--- src/rtl/id_match_stats.sv ---
// Per-stream statistics for the identifier-recognition FSM: characters seen,
// match episodes, current/longest match run; freezes on the terminator character.
module id_match_stats #(
    parameter int unsigned CNT_W   = 8,
    parameter logic [7:0]  TERM    = 8'h5C,
    parameter logic [7:0]  IDLE_CH = 8'h00
) (
    input  logic             clk,
    input  logic             reset,
    input  logic [7:0]       char,
    input  logic             match,
    input  logic             clr,
    output logic [CNT_W-1:0] char_cnt,
    output logic [CNT_W-1:0] match_cnt,
    output logic [CNT_W-1:0] run_cur,
    output logic [CNT_W-1:0] run_max,
    output logic             done,
    output logic             busy
);

    typedef enum logic [1:0] {
        S_IDLE  = 2'd0,
        S_COUNT = 2'd1,
        S_DONE  = 2'd2
    } state_t;

    localparam logic [CNT_W-1:0] CNT_MAX = '1;

    state_t           state, state_nxt;
    logic             match_d, match_d_nxt;
    logic [CNT_W-1:0] char_cnt_nxt, match_cnt_nxt, run_cur_nxt, run_max_nxt;
    logic             is_idle, is_term, proc;

    function automatic logic [CNT_W-1:0] sat_inc(input logic [CNT_W-1:0] v);
        return (v == CNT_MAX) ? v : v + CNT_W'(1);
    endfunction

    assign is_idle = (char == IDLE_CH);
    assign is_term = (char == TERM);

    // Next state and next counter values; clr overrides everything on its edge.
    always_comb begin
        state_nxt     = state;
        char_cnt_nxt  = char_cnt;
        match_cnt_nxt = match_cnt;
        run_cur_nxt   = run_cur;
        run_max_nxt   = run_max;
        match_d_nxt   = match_d;
        proc          = 1'b0;

        case (state)
            S_IDLE: begin
                if (is_term) begin
                    state_nxt = S_DONE;
                end else if (!is_idle) begin
                    state_nxt = S_COUNT;
                    proc      = 1'b1;
                end
            end
            S_COUNT: begin
                if (is_term) begin
                    state_nxt = S_DONE;
                end else if (!is_idle) begin
                    proc = 1'b1;
                end
            end
            default: ;
        endcase

        if (proc) begin
            char_cnt_nxt = sat_inc(char_cnt);
            if (match && !match_d) begin
                match_cnt_nxt = sat_inc(match_cnt);
            end
            run_cur_nxt = match ? sat_inc(run_cur) : '0;
            // Compare against the new run so run_max never trails run_cur.
            run_max_nxt = (run_cur_nxt > run_max) ? run_cur_nxt : run_max;
            match_d_nxt = match;
        end

        if (clr) begin
            state_nxt     = S_IDLE;
            char_cnt_nxt  = '0;
            match_cnt_nxt = '0;
            run_cur_nxt   = '0;
            run_max_nxt   = '0;
            match_d_nxt   = 1'b0;
        end
    end

    always_ff @(posedge clk or negedge reset) begin
        if (!reset) begin
            state     <= S_IDLE;
            char_cnt  <= '0;
            match_cnt <= '0;
            run_cur   <= '0;
            run_max   <= '0;
            match_d   <= 1'b0;
            done      <= 1'b0;
            busy      <= 1'b0;
        end else begin
            state     <= state_nxt;
            char_cnt  <= char_cnt_nxt;
            match_cnt <= match_cnt_nxt;
            run_cur   <= run_cur_nxt;
            run_max   <= run_max_nxt;
            match_d   <= match_d_nxt;
            done      <= (state_nxt == S_DONE);
            busy      <= (state_nxt == S_COUNT);
        end
    end

endmodule

--- config.mk ---
export PLATFORM = sky130hd
export DESIGN_NAME = id_match_stats
export DESIGN_NICKNAME = d
export VERILOG_FILES = /design/src/rtl/id_match_stats.sv
export SDC_FILE = /design/constraint.sdc
export NUM_CORES = 1
export LEC_CHECK = 0
export CAP_MARGIN = 20
export CORE_ASPECT_RATIO = 1.4
export CORE_UTILIZATION = 48
export CTS_BUF_LIST = sky130_fd_sc_hd__clkbuf_2 sky130_fd_sc_hd__clkbuf_4 sky130_fd_sc_hd__clkbuf_8
export DETAILED_ROUTE_END_ITERATION = 10
export GPL_TIMING_DRIVEN = 0
export PLACE_DENSITY_LB_ADDON = 0.12
export SYNTH_ARGS = -nofsm -noshare
export SYNTH_HDL_FRONTEND = slang
export SYNTH_SLANG_ARGS = --single-unit
export TNS_END_PERCENT = 20
--- constraint.sdc ---
create_clock -name clk -period 2.85 [get_ports clk]
set_clock_uncertainty 0.2 [all_clocks]
set_input_delay 0.285 -clock clk [delete_from_list [all_inputs] [get_ports clk]]
set_output_delay 0.285 -clock clk [all_outputs]
set_load 0.05 [all_outputs]
==> results of run 1 <==
==> critical path: stages (launching register included) <==
cell and delay, ns:
dfrtp_2 0.43, ha_4 0.18, and3_4 0.21, a211oi_4 0.27, mux2i_2 0.30, ha_1 0.29, and4_4 0.17, buf_6 0.13
a21o_4 0.23, and3_4 0.15, a31o_1 0.17
==> per-layer routing <==
metal	wire (um)	track usage, %
met2	3180	44.6
met5	0	0
met4	179	11.6
met3	286	4.67
met1	2550	34.0
==> flip-flops by register name (all words and copies together) (netlist names) <==
register / flops
done: 1
state: 2
run_max: 8
char_cnt: 8
run_cur: 8
busy: 1
match_d: 1
match_cnt: 8
==> kinds of logic after synthesis <==
family	Yosys count	synth area share, %
simple gates	91	22.6
compound gates	81	21.8
flops	37	41.1
buf+inv	27	5.16
fa+ha+maj	11	6.10
xor+xnor	5	1.94
mux	3	1.39
==> power by group through the flow <==
stage	Clock (uW)	Combinational [uW]	Sequential [uW]
after floorplan	0	92.1	603
after global placement	0	212	564
after detailed placement	0	213	564
after CTS	427	236	552
after global routing	444	279	555
final	424	257	552
==> layout by cell type (no fill, tap or decap), drive strengths merged, types with 2 or more instances in the layout <==
| cell | n |
|---|---|
| or3 | 2 |
| a21o | 3 |
| nor2 | 11 |
| and4 | 4 |
| o21ai | 20 |
| nand4b | 2 |
| a21oi | 33 |
| nand3 | 17 |
| a31oi | 3 |
| o31ai | 9 |
| nor3b | 3 |
| ha | 11 |
| clkdlybuf4s50 | 43 |
| nand2 | 21 |
| inv | 14 |
| or4 | 8 |
| and3 | 6 |
| nor3 | 4 |
| nand4 | 5 |
| nor4 | 4 |
| a211oi | 4 |
| mux2i | 2 |
| clkbuf | 11 |
| dfrtp | 37 |
| xnor2 | 4 |
| buf | 21 |
==> cell type report <==
class / count / area [sq um] / share of cell area, %
Buffer: 10 / 60.1 / 1.89
Sequential cell: 37 / 936 / 29.5
Timing Repair Buffer: 59 / 562 / 17.7
Inverter: 14 / 52.6 / 1.66
Tap cell: 62 / 77.6 / 2.45
Clock inverter: 1 / 5.00 / 0.158
Multi-Input combinational cell: 191 / 1380 / 43.6
Clock buffer: 7 / 96.3 / 3.04
==> final timing paths <==
| kind | start | endpoint | slack (ns) | cells after the start |
|---|---|---|---|---|
| min in group asynchronous | reset | match_cnt[6]$_DFFE_PN0P_ | 0.42 | 2 |
| max in group asynchronous | reset | run_cur[1]$_DFFE_PN0P_ | 1.45 | 2 |
| min | clr | state[1]$_DFF_PN0_ | 0.02 | 2 |
| min reg2reg | char_cnt[1]$_DFFE_PN0P_ | char_cnt[1]$_DFFE_PN0P_ | 0.34 | 2 |
| max | run_cur[0]$_DFFE_PN0P_ | run_max[2]$_DFFE_PN0P_ | 0.03 | 10 |
| max reg2reg | run_cur[0]$_DFFE_PN0P_ | run_max[2]$_DFFE_PN0P_ | 0.03 | 10 |
==> stage by stage <==
| step | hold slack [ns] | instances |
|---|---|---|
| floorplan | -0.211 | 255 |
| global placement | 0.319 | 361 |
| detailed placement | 0.242 | 361 |
| CTS | 0.00682 | 377 |
| global route | 0.0319 | 381 |
| finish | 0.0152 | 381 |
==> timing repair <==
item / 4_1_cts / 5_1_grt
setup endpoints to repair: 8 / 8
endpoints found under the hold margin: 37 / 0
gates resized for setup: 13 / 21
setup buffers: 9 / 5
hold buffers: 1 / 0
pin swaps: 6 / 9
==> flow_metrics.py, run 1 <==
metrics = {
    "sta": {
        "setup_tns_ns": 0,
        "worst_pin_slew_ns": 0.838,
        "fin_ws_ns": 0.0284,
        "hold_viol": 0,
        "slew_headroom_pct": 44.1,
        "rsz0062_at_grt": "yes",
        "period_needed_ns": 2.82,
        "finalMaxSlewViolations": 0,
        "setup_violations": 0,
        "fmax_ghz": 0.354,
        "fin_crit_sh_pct": 99.0,
    },
    "floorplan": {
        "die_w_um": 59.9,
        "ios": 46,
        "die_y_um": 83.1,
        "initial_core_util_pct": 49.7,
        "core_region_area_sq_mm": 0.00454,
        "row_count": 29,
        "die_area_sq_mm": 0.00498,
    },
    "placement": {
        "dp_hpwl_um": 4120,
        "dpl-instance-area_sq_mm": 0.00286,
        "dp_slack_ns": -0.616,
        "gp_congestion": 0.909,
        "portBuffers": 44,
    },
    "global_routing": {
        "grt_use_total_pct": 27.1,
        "grt_max_degree": 38,
        "antenna_found_initial": 0,
        "grt_pass1_vias": 2165,
        "grt_pass1_wl_um": 10200,
        "gr-total-overflow": 0,
    },
    "worst_setup_path": {
        "endpoint_kind": "flip-flop",
        "crit_path_max_fanout": 5,
        "critical_path.startpoint_type": "flip-flop",
        "required_ns": 2.85,
        "crit_arrival_ns": 2.82,
        "critical_path_class": "flip-flop to flip-flop",
    },
    "routing": {
        "wl_per_cell_um": 16.3,
        "wirelength_um": 6200,
        "dr.pass1.iters": 5,
        "first_iter_violations": 172,
        "via_per_inst": 5.99,
        "drcViolationCount": 0,
        "vias": 2284,
        "antenna_left": 0,
    },
    "cells_and_area": {
        "final_nets": 341,
        "design_area_sq_mm": 0.00317,
        "drive_above_1_share_pct": 21.6,
        "post-route-util_pct": 69.9,
        "diodes": 0,
        "syn2layout_area_growth_pct": 40.7,
        "nFillCells": 368,
    },
    "pwr": {
        "combPwrFrac_pct": 20.9,
        "leakage_uw": 0.00121,
        "total_power_uw": 1230,
        "intPower_uw": 860,
        "peakVddDrop_uv": 433,
        "power_switching_uw": 375,
        "share_seq_of_total_power_pct": 44.8,
        "power.density_mw_per_mm2": 389,
        "power_frac_clock_pct": 34.4,
        "switching_share_pct": 30.4,
    },
    "hold_path": {
        "min_path_type": "primary input to flip-flop",
    },
    "synth": {
        "synth.avg_cell_area_sq_um": 8.84,
        "ys.flop_type": "dfrtp_1",
        "synth_most_common_cell": "dfrtp_1",
        "yosysWarnings": 0,
        "netlist_area_sq_mm": 0.00225,
        "synth_nets": 278,
        "synth_common_cells": "dfrtp_1, a21oi_1, nand2_1",
        "yosys.area.top_type": "dfrtp_1",
        "synth-seq-cells": 37,
        "yosysTopAreaCellShare_pct": 41.1,
        "ys_seq_area_share_pct": 41.1,
        "netlist_top_cells_area": "dfrtp_1, a21oi_1, ha_1",
        "synth_edf_count": 0,
        "yosys.cell_types.count": 48,
        "synthArstFlopShare_pct": 100,
        "synthCells": 255,
    },
    "clocking": {
        "cts.sinks": 37,
        "clk_path_buf_depth": 2,
        "insertion_delay_ns": 0.30,
        "htreeDepth": 2,
        "clk_pin_slew_ns": 0.08,
        "cts-root-buf": "clkbuf_8",
        "cts_made_buffers": 5,
        "cts_tree": "yes",
    },
    "flow_run": {
        "maxCapViolCount": 0,
    },
    "outcome": {
        "outcome": "complete, no violations",
    },
}
Power figures use the tool's default switching activity.
==> run 2: changes to the inputs <==
- HOLD_SLACK_MARGIN: default -> 0.02
==> flow_metrics.py, run 2 (same netlist as run 1, synthesis figures left out) <==
metrics = {
    "outcome": {
        "outcome": "complete, no violations",
    },
    "cells_and_area": {
        "final_nets": 342,
        "drive_above_1_share_pct": 21.6,
        "multiInputGateArea_sq_mm": 0.00138,
        "post-route-util_pct": 70.2,
        "mostFrequentLayoutCells": "clkdlybuf4s50_1, dfrtp_1, a21oi_1",
        "seq_area_sq_um": 936,
        "diodes": 0,
        "syn2layout_area_growth_pct": 41.1,
        "final_common_cell": "clkdlybuf4s50_1",
        "nFillCells": 367,
    },
    "hold_path": {
        "hold_end": "char_cnt[1]$_DFFE_PN0P_",
        "min_path_type": "flip-flop to flip-flop",
        "worst_hold_startpoint": "char_cnt[1]$_DFFE_PN0P_",
        "holdPathStages": 2,
    },
    "flow_run": {
        "maxCapViolCount": 0,
    },
    "worst_setup_path": {
        "cpMostUsedCell": "and3_4",
        "ff2ff_path_depth": 10,
        "reg2reg_slack_ns": 0.02,
        "crit_cells": 10,
        "critical_path.startpoint_type": "flip-flop",
        "cp.buffers_inverters": 1,
        "path_delay_family": "compound AO/OA/AOI/OAI gates",
        "critical_path_class": "flip-flop to flip-flop",
        "crit_arrival_ns": 2.82,
        "reg2reg_from": "run_cur[0]$_DFFE_PN0P_",
        "cp_slowest_stage_delay_ns": 0.43,
        "crit_slowest_cell": "dfrtp_2",
        "endpoint_kind": "flip-flop",
        "r2r_end": "run_max[2]$_DFFE_PN0P_",
        "crit_chain": "ha_4, and3_4, a211oi_4, mux2i_2, ha_1, and4_4, buf_6, a21o_4, and3_4, a31o_1",
        "crit_path_max_fanout": 5,
        "required_ns": 2.85,
    },
    "placement": {
        "portBuffers": 44,
        "gp_congestion": 0.909,
        "dp_hpwl_um": 4120,
    },
    "routing": {
        "met2_length_um": 3190,
        "highest_layer": "met4",
        "wirelength_um": 6210,
        "met3_length_um": 283,
        "wl_per_cell_um": 16.2,
        "vias": 2272,
        "via_per_inst": 5.95,
        "dr.pass1.iters": 5,
        "drcViolationCount": 0,
        "wl_met1_um": 2550,
        "first_iter_violations": 172,
        "antenna_left": 0,
    },
    "sta": {
        "fmax_ghz": 0.354,
        "slew_headroom_pct": 43.8,
        "hold_viol": 0,
        "period_needed_ns": 2.83,
        "finalMaxSlewViolations": 0,
        "worst_pin_slew_ns": 0.843,
        "setup_violations": 0,
        "rsz0062_at_grt": "yes",
        "fin_crit_sh_pct": 99.2,
    },
    "clocking": {
        "clk_path_buf_depth": 2,
        "clk_pin_slew_ns": 0.08,
        "cts.sinks": 37,
        "insertion_delay_ns": 0.30,
        "htreeDepth": 2,
        "cts_made_buffers": 5,
        "cts_tree": "yes",
        "cts-root-buf": "clkbuf_8",
    },
    "floorplan": {
        "die_area_sq_mm": 0.00498,
        "initial_core_util_pct": 49.7,
        "core_region_area_sq_mm": 0.00454,
        "ios": 46,
        "row_count": 29,
        "die_w_um": 59.9,
        "die_y_um": 83.1,
    },
    "global_routing": {
        "antenna_found_initial": 0,
        "grt_max_degree": 38,
        "grt_pass1_wl_um": 10200,
        "grt_use_total_pct": 27.1,
        "grt_pass1_vias": 2160,
        "gr-total-overflow": 0,
    },
    "pwr": {
        "power.density_mw_per_mm2": 387,
        "total_power_uw": 1230,
        "leakage_uw": 0.00122,
        "peakVddDrop_uv": 433,
    },
}
run 2: final cells by class:
type                    instances  area share (%)
flip-flops and latches         37            29.4
clock buffers                   7            3.03
repair buffers                 60            18.0
multi-input cells             191            43.5
well taps                      62            2.44
inverters                      14            1.65
plain buffers                  10            1.89
clock inverters                 1           0.157
run 2: metal layers:
layer | global-route usage (%) | vias to the layer above
li1 | - | 1078
met1 | 33.9 | 1097
met2 | 44.7 | 77
met3 | 4.67 | 20
met4 | 11.6 | 0
met5 | 0 | -
run 2: report_power, final:
| group | internal [uW] | total [uW] | switching, uW |
|---|---|---|---|
| combinational | 104 | 259 | 156 |
| clock | 219 | 421 | 202 |
| sequential | 538 | 553 | 14.5 |
run 2: through the flow:
| step | TNS (ns) | cells | hold slack (ns) | setup slack (ns) | instance area, sq um |
|---|---|---|---|---|---|
| finish | 0 | 382 | 0.357 | 0.0235 | 3180 |
| global route | -0.109 | 382 | 0.387 | -0.0368 | 3180 |
| CTS | 0 | 378 | 0.350 | 0.00359 | 3070 |
| detailed placement | -4.53 | 361 | 0.242 | -0.616 | 2860 |
| global placement | -4.43 | 361 | 0.319 | -0.586 | 2860 |
| floorplan | -0.356 | 255 | -0.211 | -0.0708 | 2340 |
run 2: tightest hold or removal path, cell delays in order (launching register included):
cell     delay (ns)
dfrtp_1        0.39
nand2_1        0.07
o21ai_1        0.07
run 2: repair_timing:
item,4_1_cts,5_1_grt
endpoints found under the setup margin,8,8
setup buffers,9,5
endpoints found under the hold margin,38,0
hold buffers,2,0
pin swaps,6,9
gates resized for setup,13,21
run 2: worst max path at each step:
| stage | startpoint | end | slack, ns |
|---|---|---|---|
| floorplan | run_cur[1]$_DFFE_PN0P_ | run_max[2]$_DFFE_PN0P_ | -0.07 |
| global route | run_cur[0]$_DFFE_PN0P_ | run_max[2]$_DFFE_PN0P_ | -0.04 |
| finish | run_cur[0]$_DFFE_PN0P_ | run_max[2]$_DFFE_PN0P_ | 0.02 |
| detailed placement | match | run_max[3]$_DFFE_PN0P_ | -0.62 |
| CTS | run_cur[4]$_DFFE_PN0P_ | run_max[3]$_DFFE_PN0P_ | 0.004 |
| global placement | match | run_max[1]$_DFFE_PN0P_ | -0.59 |
